--- config.mk ---
export PLATFORM = sky130hd
export DESIGN_NAME = uart_receiver
export DESIGN_NICKNAME = d
export VERILOG_FILES = /design/src/rtl/dti_uart_pkg.sv /design/src/rtl/uart_rx_sync.sv /design/src/rtl/uart_receiver.sv
export SDC_FILE = /design/constraint.sdc
export NUM_CORES = 1
export LEC_CHECK = 0
export BUFFER_PORTS_ARGS = -buffer_cell sky130_fd_sc_hd__buf_4
export CORE_UTILIZATION = 51
export DETAILED_ROUTE_END_ITERATION = 8
export HOLD_SLACK_MARGIN = 0.12
export PLACE_DENSITY = 0.78
export REMOVE_ABC_BUFFERS = 1
export SETUP_SLACK_MARGIN = 0.05
export SLEW_MARGIN = 10
export SYNTH_ARGS = -nofsm -noshare
export SYNTH_HDL_FRONTEND = slang
export SYNTH_HIERARCHICAL = 1
export SYNTH_SLANG_ARGS = --single-unit
--- constraint.sdc ---
create_clock -name clk -period 1.63 [get_ports clk]
set_input_delay 0.0815 -clock clk [delete_from_list [all_inputs] [get_ports clk]]
set_output_delay 0.0815 -clock clk [all_outputs]
set_load 0.01 [all_outputs]
--- src/rtl/dti_uart_pkg.sv ---
// Shared UART definitions: receiver FSM states, oversampling
// constants and the data-bit-count decode shared with the transmitter.
package dti_uart_pkg;

    localparam int CFG_DATA_WIDTH = 8;
    localparam int OVERSAMPLE = 16;
    localparam logic [3:0] MID_TICK = 4'd7;
    localparam logic [3:0] LAST_TICK = 4'(OVERSAMPLE - 1);

    typedef enum logic [2:0] {
        IDLE,
        START,
        DATA,
        PARITY,
        STOP
    } rx_state_t;

    // 00=5, 01=6, 10=7, 11=8 data bits
    function automatic logic [3:0] data_bit_count(
        input logic [1:0] sel
    );
        return 4'd5 + {2'b00, sel};
    endfunction

    function automatic logic [7:0] data_mask(
        input logic [1:0] sel
    );
        return 8'hFF >> (2'd3 - sel);
    endfunction

endpackage

--- src/rtl/uart_rx_sync.sv ---
// Two-flop synchronizer for the asynchronous serial input,
// with a selectable reset value so an idle-high line never looks like a start.
module uart_rx_sync #(
    parameter logic RST_VAL = 1'b1
) (
    input  logic clk,
    input  logic reset_n,
    input  logic d,
    output logic q
);

    logic meta;

    always_ff @(posedge clk or negedge reset_n) begin
        if (!reset_n) begin
            meta <= RST_VAL;
            q    <= RST_VAL;
        end else begin
            meta <= d;
            q    <= meta;
        end
    end

endmodule

--- src/rtl/uart_receiver.sv ---
// UART receive stage: 16x oversampled start/data/parity/stop capture
// with sticky status bits for the register block and rts_n flow control.
module uart_receiver
    import dti_uart_pkg::*;
#(
    parameter int DATA_WIDTH = CFG_DATA_WIDTH
) (
    input  logic                  clk,
    input  logic                  reset_n,
    input  logic                  clken16,
    input  logic                  rx,
    input  logic [1:0]            cfg_data_bit_num,
    input  logic                  cfg_stop_bit_num,
    input  logic                  cfg_parity_en,
    input  logic                  cfg_parity_type,
    input  logic                  host_read_stt_rx_done,
    output logic [DATA_WIDTH-1:0] rx_data,
    output logic                  stt_rx_done,
    output logic                  stt_parity_err,
    output logic                  stt_frame_err,
    output logic                  stt_overrun,
    output logic                  rts_n
);

    rx_state_t state;
    rx_state_t state_nxt;

    logic       rx_s;
    logic [3:0] tick_cnt;
    logic [2:0] bit_cnt;
    logic       stop_cnt;
    logic [7:0] shreg;
    logic       par_err;
    logic       frm_err;

    logic [7:0] mask;
    logic       tick_mid;
    logic       tick_bit;
    logic       last_bit;
    logic       last_stop;
    logic       exp_par;

    logic start_det;
    logic start_ok;
    logic data_smp;
    logic par_smp;
    logic stop_smp;
    logic frame_done;

    uart_rx_sync #(
        .RST_VAL(1'b1)
    ) u_sync (
        .clk    (clk),
        .reset_n(reset_n),
        .d      (rx),
        .q      (rx_s)
    );

    assign mask     = data_mask(cfg_data_bit_num);
    assign tick_mid = clken16 && (tick_cnt == MID_TICK);
    assign tick_bit = clken16 && (tick_cnt == LAST_TICK);
    // >= keeps the FSM moving if the width shrinks mid-frame
    assign last_bit = ({1'b0, bit_cnt} >=
                       (data_bit_count(cfg_data_bit_num) - 4'd1));
    assign last_stop = stop_cnt || !cfg_stop_bit_num;
    assign exp_par   = (^(shreg & mask)) ^ cfg_parity_type;

    always_ff @(posedge clk or negedge reset_n) begin
        if (!reset_n) begin
            state <= IDLE;
        end else begin
            state <= state_nxt;
        end
    end

    always_comb begin
        state_nxt = state;
        unique case (state)
            IDLE: begin
                if (clken16 && !rx_s) begin
                    state_nxt = START;
                end
            end
            START: begin
                if (tick_mid) begin
                    state_nxt = rx_s ? IDLE : DATA;
                end
            end
            DATA: begin
                if (tick_bit && last_bit) begin
                    state_nxt = cfg_parity_en ? PARITY : STOP;
                end
            end
            PARITY: begin
                if (tick_bit) begin
                    state_nxt = STOP;
                end
            end
            STOP: begin
                if (tick_bit && last_stop) begin
                    state_nxt = IDLE;
                end
            end
            default: state_nxt = IDLE;
        endcase
    end

    always_comb begin
        start_det  = 1'b0;
        start_ok   = 1'b0;
        data_smp   = 1'b0;
        par_smp    = 1'b0;
        stop_smp   = 1'b0;
        frame_done = 1'b0;
        unique case (state)
            IDLE:   start_det = clken16 && !rx_s;
            START:  start_ok  = tick_mid && !rx_s;
            DATA:   data_smp  = tick_bit;
            PARITY: par_smp   = tick_bit;
            STOP: begin
                stop_smp   = tick_bit;
                frame_done = tick_bit && last_stop;
            end
            default: ;
        endcase
    end

    always_ff @(posedge clk or negedge reset_n) begin
        if (!reset_n) begin
            tick_cnt <= '0;
        end else if (start_det || start_ok) begin
            tick_cnt <= '0;
        end else if (clken16) begin
            tick_cnt <= tick_cnt + 4'd1;
        end
    end

    always_ff @(posedge clk or negedge reset_n) begin
        if (!reset_n) begin
            bit_cnt  <= '0;
            stop_cnt <= 1'b0;
            shreg    <= '0;
            par_err  <= 1'b0;
            frm_err  <= 1'b0;
        end else if (start_det) begin
            bit_cnt  <= '0;
            stop_cnt <= 1'b0;
            shreg    <= '0;
            par_err  <= 1'b0;
            frm_err  <= 1'b0;
        end else begin
            if (data_smp) begin
                shreg[bit_cnt] <= rx_s;
                bit_cnt        <= bit_cnt + 3'd1;
            end
            if (par_smp && (rx_s != exp_par)) begin
                par_err <= 1'b1;
            end
            if (stop_smp) begin
                stop_cnt <= 1'b1;
                if (!rx_s) begin
                    frm_err <= 1'b1;
                end
            end
        end
    end

    // A completing frame beats a simultaneous host clear
    always_ff @(posedge clk or negedge reset_n) begin
        if (!reset_n) begin
            rx_data        <= '0;
            stt_rx_done    <= 1'b0;
            stt_parity_err <= 1'b0;
            stt_frame_err  <= 1'b0;
            stt_overrun    <= 1'b0;
        end else if (frame_done) begin
            rx_data        <= DATA_WIDTH'(shreg & mask);
            stt_rx_done    <= 1'b1;
            stt_parity_err <= par_err;
            stt_frame_err  <= frm_err || !rx_s;
            stt_overrun    <= stt_rx_done;
        end else if (host_read_stt_rx_done) begin
            stt_rx_done    <= 1'b0;
            stt_parity_err <= 1'b0;
            stt_frame_err  <= 1'b0;
            stt_overrun    <= 1'b0;
        end
    end

    assign rts_n = stt_rx_done;

endmodule

# Word-level counts from Yosys, hierarchy flattened

Cells that the tools add are included.
W data, S select, Z words.

Flip-flop bits (word level): 35
Input port bits: 10
Output and inout bits: 13
Word-level logic and storage cells: 95

$add $sub $neg: 5
Magnitude comparators: 3
Eq/ne operators: 13
Shift operators: 1
Mux-type cells: 35
Bitwise operators: 2
Reduce and logical (&&, ||, !) cells: 22

Operators by type and width:

| kind                  | number |
|---|---|
| $mux W3               | 8 |
| $mux W1               | 19 |
| $mux W8               | 2 |
| $pmux W3 S5           | 1 |
| $ne A2 B2 Y1 const B  | 6 |
| $reduce_bool A2 Y1    | 5 |
| $and A8 B8 Y8         | 1 |
| $bwmux W8             | 1 |
| $logic_and A1 B1 Y1   | 8 |
| $mux W4               | 2 |
| $reduce_xor A8 Y1     | 1 |
| $shr A8 B2 Y8 const A | 1 |
| $eq A3 B2 Y1 const B  | 2 |
| $reduce_and A5 Y1     | 1 |
| $add A3 B2 Y4 const A | 1 |
| $add A4 B1 Y4 const B | 1 |
| $eq A4 B3 Y1 const B  | 1 |
| $eq A4 B4 Y1 const B  | 1 |
| $ge A3 B4 Y1          | 1 |
| $lt A3 B4 Y1 const B  | 1 |
| $sub A4 B1 Y4 const B | 1 |
| $add A3 B1 Y3 const B | 1 |
| $demux W1 S3          | 1 |
| $eq A3 B1 Y1 const B  | 1 |
| other kinds (10)      | 13 |

# Depth between registers and ports, before layout

Depth in word-level cells: 9
Gate-level depth with buffers: 8
Gate-level depth less buffers: 7

# Cells and area by module

Netlist, hierarchy kept.

Modules (own cells, without submodules):

| module        | instances | cells each | area an instance (um^2) | seq. area each (um^2) |
|---|---|---|---|---|
| uart_receiver | 1         | 167        | 1773.0                  | 825.8 |
| uart_rx_sync  | 1         | 2          | 52.6                    | 52.6 |

# Least setup slack after synthesis

OpenSTA, ideal clock, no wires.

Path kind: register -> register
Start point: reg tick_cnt[0]
End point: reg tick_cnt[0]
Data arrival time: 1.523 ns
Required time: 1.482 ns
Setup slack: -0.041 ns
Stages on the path, launching flop included: 6
Path buffers: 0
Path through: dfrtp_1 > ha_1 > nor2b_1 > nand4_1 > a2111oi_0 > nor2_1

Cells in the longest elaborated chain, start to end: 6

RTL lines:

| element                                                               | line                 | source |
|---|---|---|
| from (decl)                                                           | uart_receiver.sv:29  | `logic [3:0] tick_cnt;` |
| from (signal assigned)                                                | uart_receiver.sv:134 | `tick_cnt <= tick_cnt + 4'd1;` |
| parallel branches: the longest is 6 deep, another holds $add A4 B1 Y4 | n/a                  |  |

Several ways; the timed one is not identified. The select of a mux whose other input is x is not followed.
A chain may end at the register's enable or synchronous reset.

# Final worst setup path

Start point: reg tick_cnt[0]
End point: reg shreg[7]

Cells in the longest elaborated chain, start to end: 4

RTL lines:

| element                             | line                 | source |
|---|---|---|
| $eq A4 B4 Y1                        | uart_receiver.sv:61  | `assign tick_bit = clken16 && (tick_cnt == LAST_TICK);` |
| $logic_and A1 B1 Y1                 | uart_receiver.sv:61  |  |
| $mux W1                             | uart_receiver.sv:115 | `unique case (state)` |
| $reduce_bool A2 Y1 (no source line) | n/a                  |  |
| to (signal, indexed assignment)     | uart_receiver.sv:153 | `shreg[bit_cnt] <= rx_s;` |
| to (decl)                           | uart_receiver.sv:32  | `logic [7:0] shreg;` |

No other way between the ends.

==> impl_metrics.csv <==
group,metric,value,unit
logic_synthesis,synth_flop_cell,"dfrtp_1",
power,switchingPower,666.8,uW
detailed_routing,finalWirelength,4.335,mm
layout,drive_above_1_share,0.4215,
sta,slew_viol_final,0,
status,violations,"setup timing",
setup_path,end_kind,"flip-flop",
global_routing,antenna_found_initial,0,
placement,place_congestion,0.8327,
sta,finalHoldViolCount,0,
setup_path,critPathLaunchType,"flip-flop",
worst_hold_path,min_path_type,"input port to async pin",
detailed_routing,drtPass1Iterations,4,
clock_tree,cts_inserted_buffers,5,
setup_path,r2r-end,"shreg[7]",
layout,nets,236,
sta,setup_ws,-0.1421,ns
layout,fillCellCount,224,
logic_synthesis,synth_top_cells_by_count,"33 x dfrtp_1, 17 x nand2_1, 12 x nor2_1",
power,totalPowerFinal,2244,uW
logic_synthesis,postSynthCellCount,169,
global_routing,track_usage,0.2257,
logic_synthesis,syn_area_per_cell,10.80,um^2
power,p_seq_frac,0.455,
flow_run,maxCapViolCount,0,
setup_path,cp.required,1.84,ns
sta,timing.hold.ws,0.2135,ns
power,power_leakage,0.001165,uW
detailed_routing,first_iter_violations,83,
clock_tree,clk_pin_slew,0.12,ns
setup_path,crit_arrival,1.98,ns
detailed_routing,wl_per_cell,16.12,um
global_routing,grt_pass1_vias,1349,
logic_synthesis,yosysMostFrequentCell,"dfrtp_1",
logic_synthesis,synth_warnings,6,
global_routing,grt_start_max_net_pins,36,
logic_synthesis,yosysTopAreaCell,"dfrtp_1",
layout,area_growth,33.31,%
placement,port_buffers,22,
logic_synthesis,async_reset_ff_frac,1.000,
global_routing,grt_pass1_wl,6.085,mm
power,p_per_area,922.0,mW/mm^2
sta,finalCriticalPeriod,1.772,ns
clock_tree,cts.path.max_buffers,2,
detailed_routing,antenna_left,0,
sta,rsz0062_at_grt,"true",
logic_synthesis,synthDistinctLibCells,43,
floorplanning,io_pins,23,
floorplanning,fp.dieW,61.83,um
setup_path,r2r_cells,8,
logic_synthesis,yosysSeqAreaShare,0.4812,
status,status,"finished with violations",
detailed_routing,drt-vias-per-instance,5.461,
setup_path,r2r_slack,-0.14,ns
floorplanning,die_y,61.83,um
clock_tree,ctsHtreeMaxLevel,2,
clock_tree,cts.sinks,35,
layout,diodes,0,
setup_path,crit_path_max_fanout,6,
layout,fin_util,0.7180,
global_routing,grt_overflow,0,
logic_synthesis,synthTopCellsByArea,"dfrtp_1 45%, xnor2_1 3.8%, mux2_2 3.7%",
floorplanning,rows,21,
floorplanning,die_area,0.003823,mm^2
power,p_sw_frac,0.2972,
logic_synthesis,syn-cell-area,0.001826,mm^2
power,intPower,1577,uW
detailed_routing,vias,1469,
floorplanning,initial_core_util,0.5386,
floorplanning,core-area,0.003390,mm^2
logic_synthesis,ys_seq_elements,35,
clock_tree,cts_tree,"yes",
sta,final-setup-viol-count,11,
detailed_routing,remaining_drc_errors,0,
clock_tree,clock-root-buffer,"clkbuf_4",
setup_path,path_class,"flip-flop to flip-flop",
clock_tree,clock_latency,0.35,ns
power,p_comb_frac,0.272,
sta,clock.fmax,564.3,MHz
sta,slew_headroom,0.7043,
setup_path,r2r_start,"tick_cnt[0]",
logic_synthesis,synth_top_cell_area_share,0.4524,
sta,worst-slew-pin-transition,0.4435,ns
logic_synthesis,synth_edf_count,0,
sta,min_period_over_period,1.087,
placement,dp_hpwl,2.505,mm
power,max-vdd-ir-drop,0.0008149,V
power,power.share.clock,0.273,
sta,fin_skew,0.01875,ns
## worst max-delay path, stage by stage (launching register included)
cell,delay (ns)
dfrtp_1,0.41
ha_4,0.17
nand4_4,0.12
buf_6,0.15
nor4_4,0.16
buf_6,0.16
nand4_1,0.19
nand3_1,0.16
o21ai_1,0.10
## placed cells by master (no fill, tap or decap), drive strengths merged, types with 2 or more instances in the layout
cell | Yosys | layout
buf | 6 | 50
dfrtp | 33 | 33
nand2 | 17 | 17
nor2 | 12 | 12
o21ai | 12 | 12
nand3 | 10 | 10
xnor2 | 8 | 8
inv | 7 | 7
clkbuf | 4 | 7
mux2 | 6 | 6
mux2i | 6 | 6
dlygate4sd3 | 0 | 6
xor2 | 5 | 5
nor2b | 4 | 4
nand2b | 4 | 4
nand4 | 4 | 4
ha | 4 | 4
a21oi | 3 | 3
a21o | 2 | 2
nand3b | 2 | 2
and2 | 2 | 2
dfstp | 2 | 2
nor4 | 2 | 2
nor3 | 2 | 2
## sequential cells by signal, indices dropped and copies added (netlist names)
| register | flops |
|---|---|
| bit_cnt | 3 |
| frm_err | 1 |
| par_err | 1 |
| rts_n | 1 |
| rx_data | 8 |
| shreg | 8 |
| state | 3 |
| stop_cnt | 1 |
| stt_frame_err | 1 |
| stt_overrun | 1 |
| stt_parity_err | 1 |
| tick_cnt | 4 |
| u_sync/meta | 1 |
| u_sync/q | 1 |
## area by class of cell
| class | instances | area, um^2 | share of cell area |
|---|---|---|---|
| sequential | 35 | 879.6 | 0.3614 |
| clock buffer | 7 | 45.04 | 0.01851 |
| timing repair buffer | 56 | 451.7 | 0.1856 |
| multi-input combinational | 117 | 943.4 | 0.3877 |
| tap | 46 | 57.56 | 0.02365 |
| inverter | 7 | 26.28 | 0.01080 |
| clock inverter | 1 | 30.03 | 0.01234 |
## routing by layer
| metal | part of all wire | routed length, um | GRT usage |
|---|---|---|---|
| met5 | 0 | 0 | 0 |
| met4 | 0.028 | 121 | 0.1079 |
| met3 | 0.038 | 165 | 0.06418 |
| met2 | 0.53 | 2316 | 0.3963 |
| met1 | 0.40 | 1733 | 0.2520 |
## timing repair
| item | 4_1_cts | 5_1_grt |
|---|---|---|
| buffers inserted | 4 | 10 |
| pin swaps | 6 | 8 |
| setup endpoints to repair | 23 | 29 |
| hold buffers | 6 | 0 |
| hold endpoints to repair | 44 | 0 |
| cloned | 0 | 1 |
| resized for setup | 16 | 20 |
## power by group through the flow
| stage | clock network, uW | logic [uW] | registers [uW] |
|---|---|---|---|
| CTS | 622 | 511 | 1020 |
| global placement | 0 | 413 | 1010 |
| global route | 660 | 660 | 1030 |
| finish | 613 | 610 | 1020 |
| detailed placement | 0 | 438 | 1020 |
| floorplan | 0 | 210 | 1040 |
## stage by stage
step | setup slack (ns) | TNS (ns) | cells | area [um^2]
after floorplan | -0.1852 | -1.610 | 159 | 1720
after global placement | -0.01572 | -0.04639 | 241 | 2048
after detailed placement | -0.07759 | -0.4997 | 241 | 2048
after CTS | 0.004532 | 0 | 259 | 2281
after global routing | -0.2302 | -2.325 | 269 | 2434
final | -0.1421 | -0.3905 | 269 | 2434
## cells by family (layout without fill, tap and decap cells)
family                     count (synthesis)  after routing  share of synthesized area
and+or+nand+nor                           61             61                     0.1940
AOI/OAI and AO/OA                         27             27                    0.09322
adders and majority gates                  4              4                    0.02742
xor gates and xnor gates                  13             13                    0.06237
muxes                                     12             12                    0.06991
DFF                                       35             35                     0.4812
buffers and inverters                     17             71                    0.07196
## worst max-delay path by stage
stage	start	to	depth (start not counted)	slack, ns
finish	tick_cnt[0]	shreg[7]	8	-0.14
global route	tick_cnt[1]	shreg[7]	8	-0.23
global placement	tick_cnt[0]	tick_cnt[0]	6	-0.02
floorplan	tick_cnt[0]	rx_data[0]	5	-0.19
detailed placement	bit_cnt[0]	state[1]	7	-0.08
CTS	tick_cnt[1]	rx_data[4]	6	0.005
No activity file was read; power rests on OpenSTA's default activity.
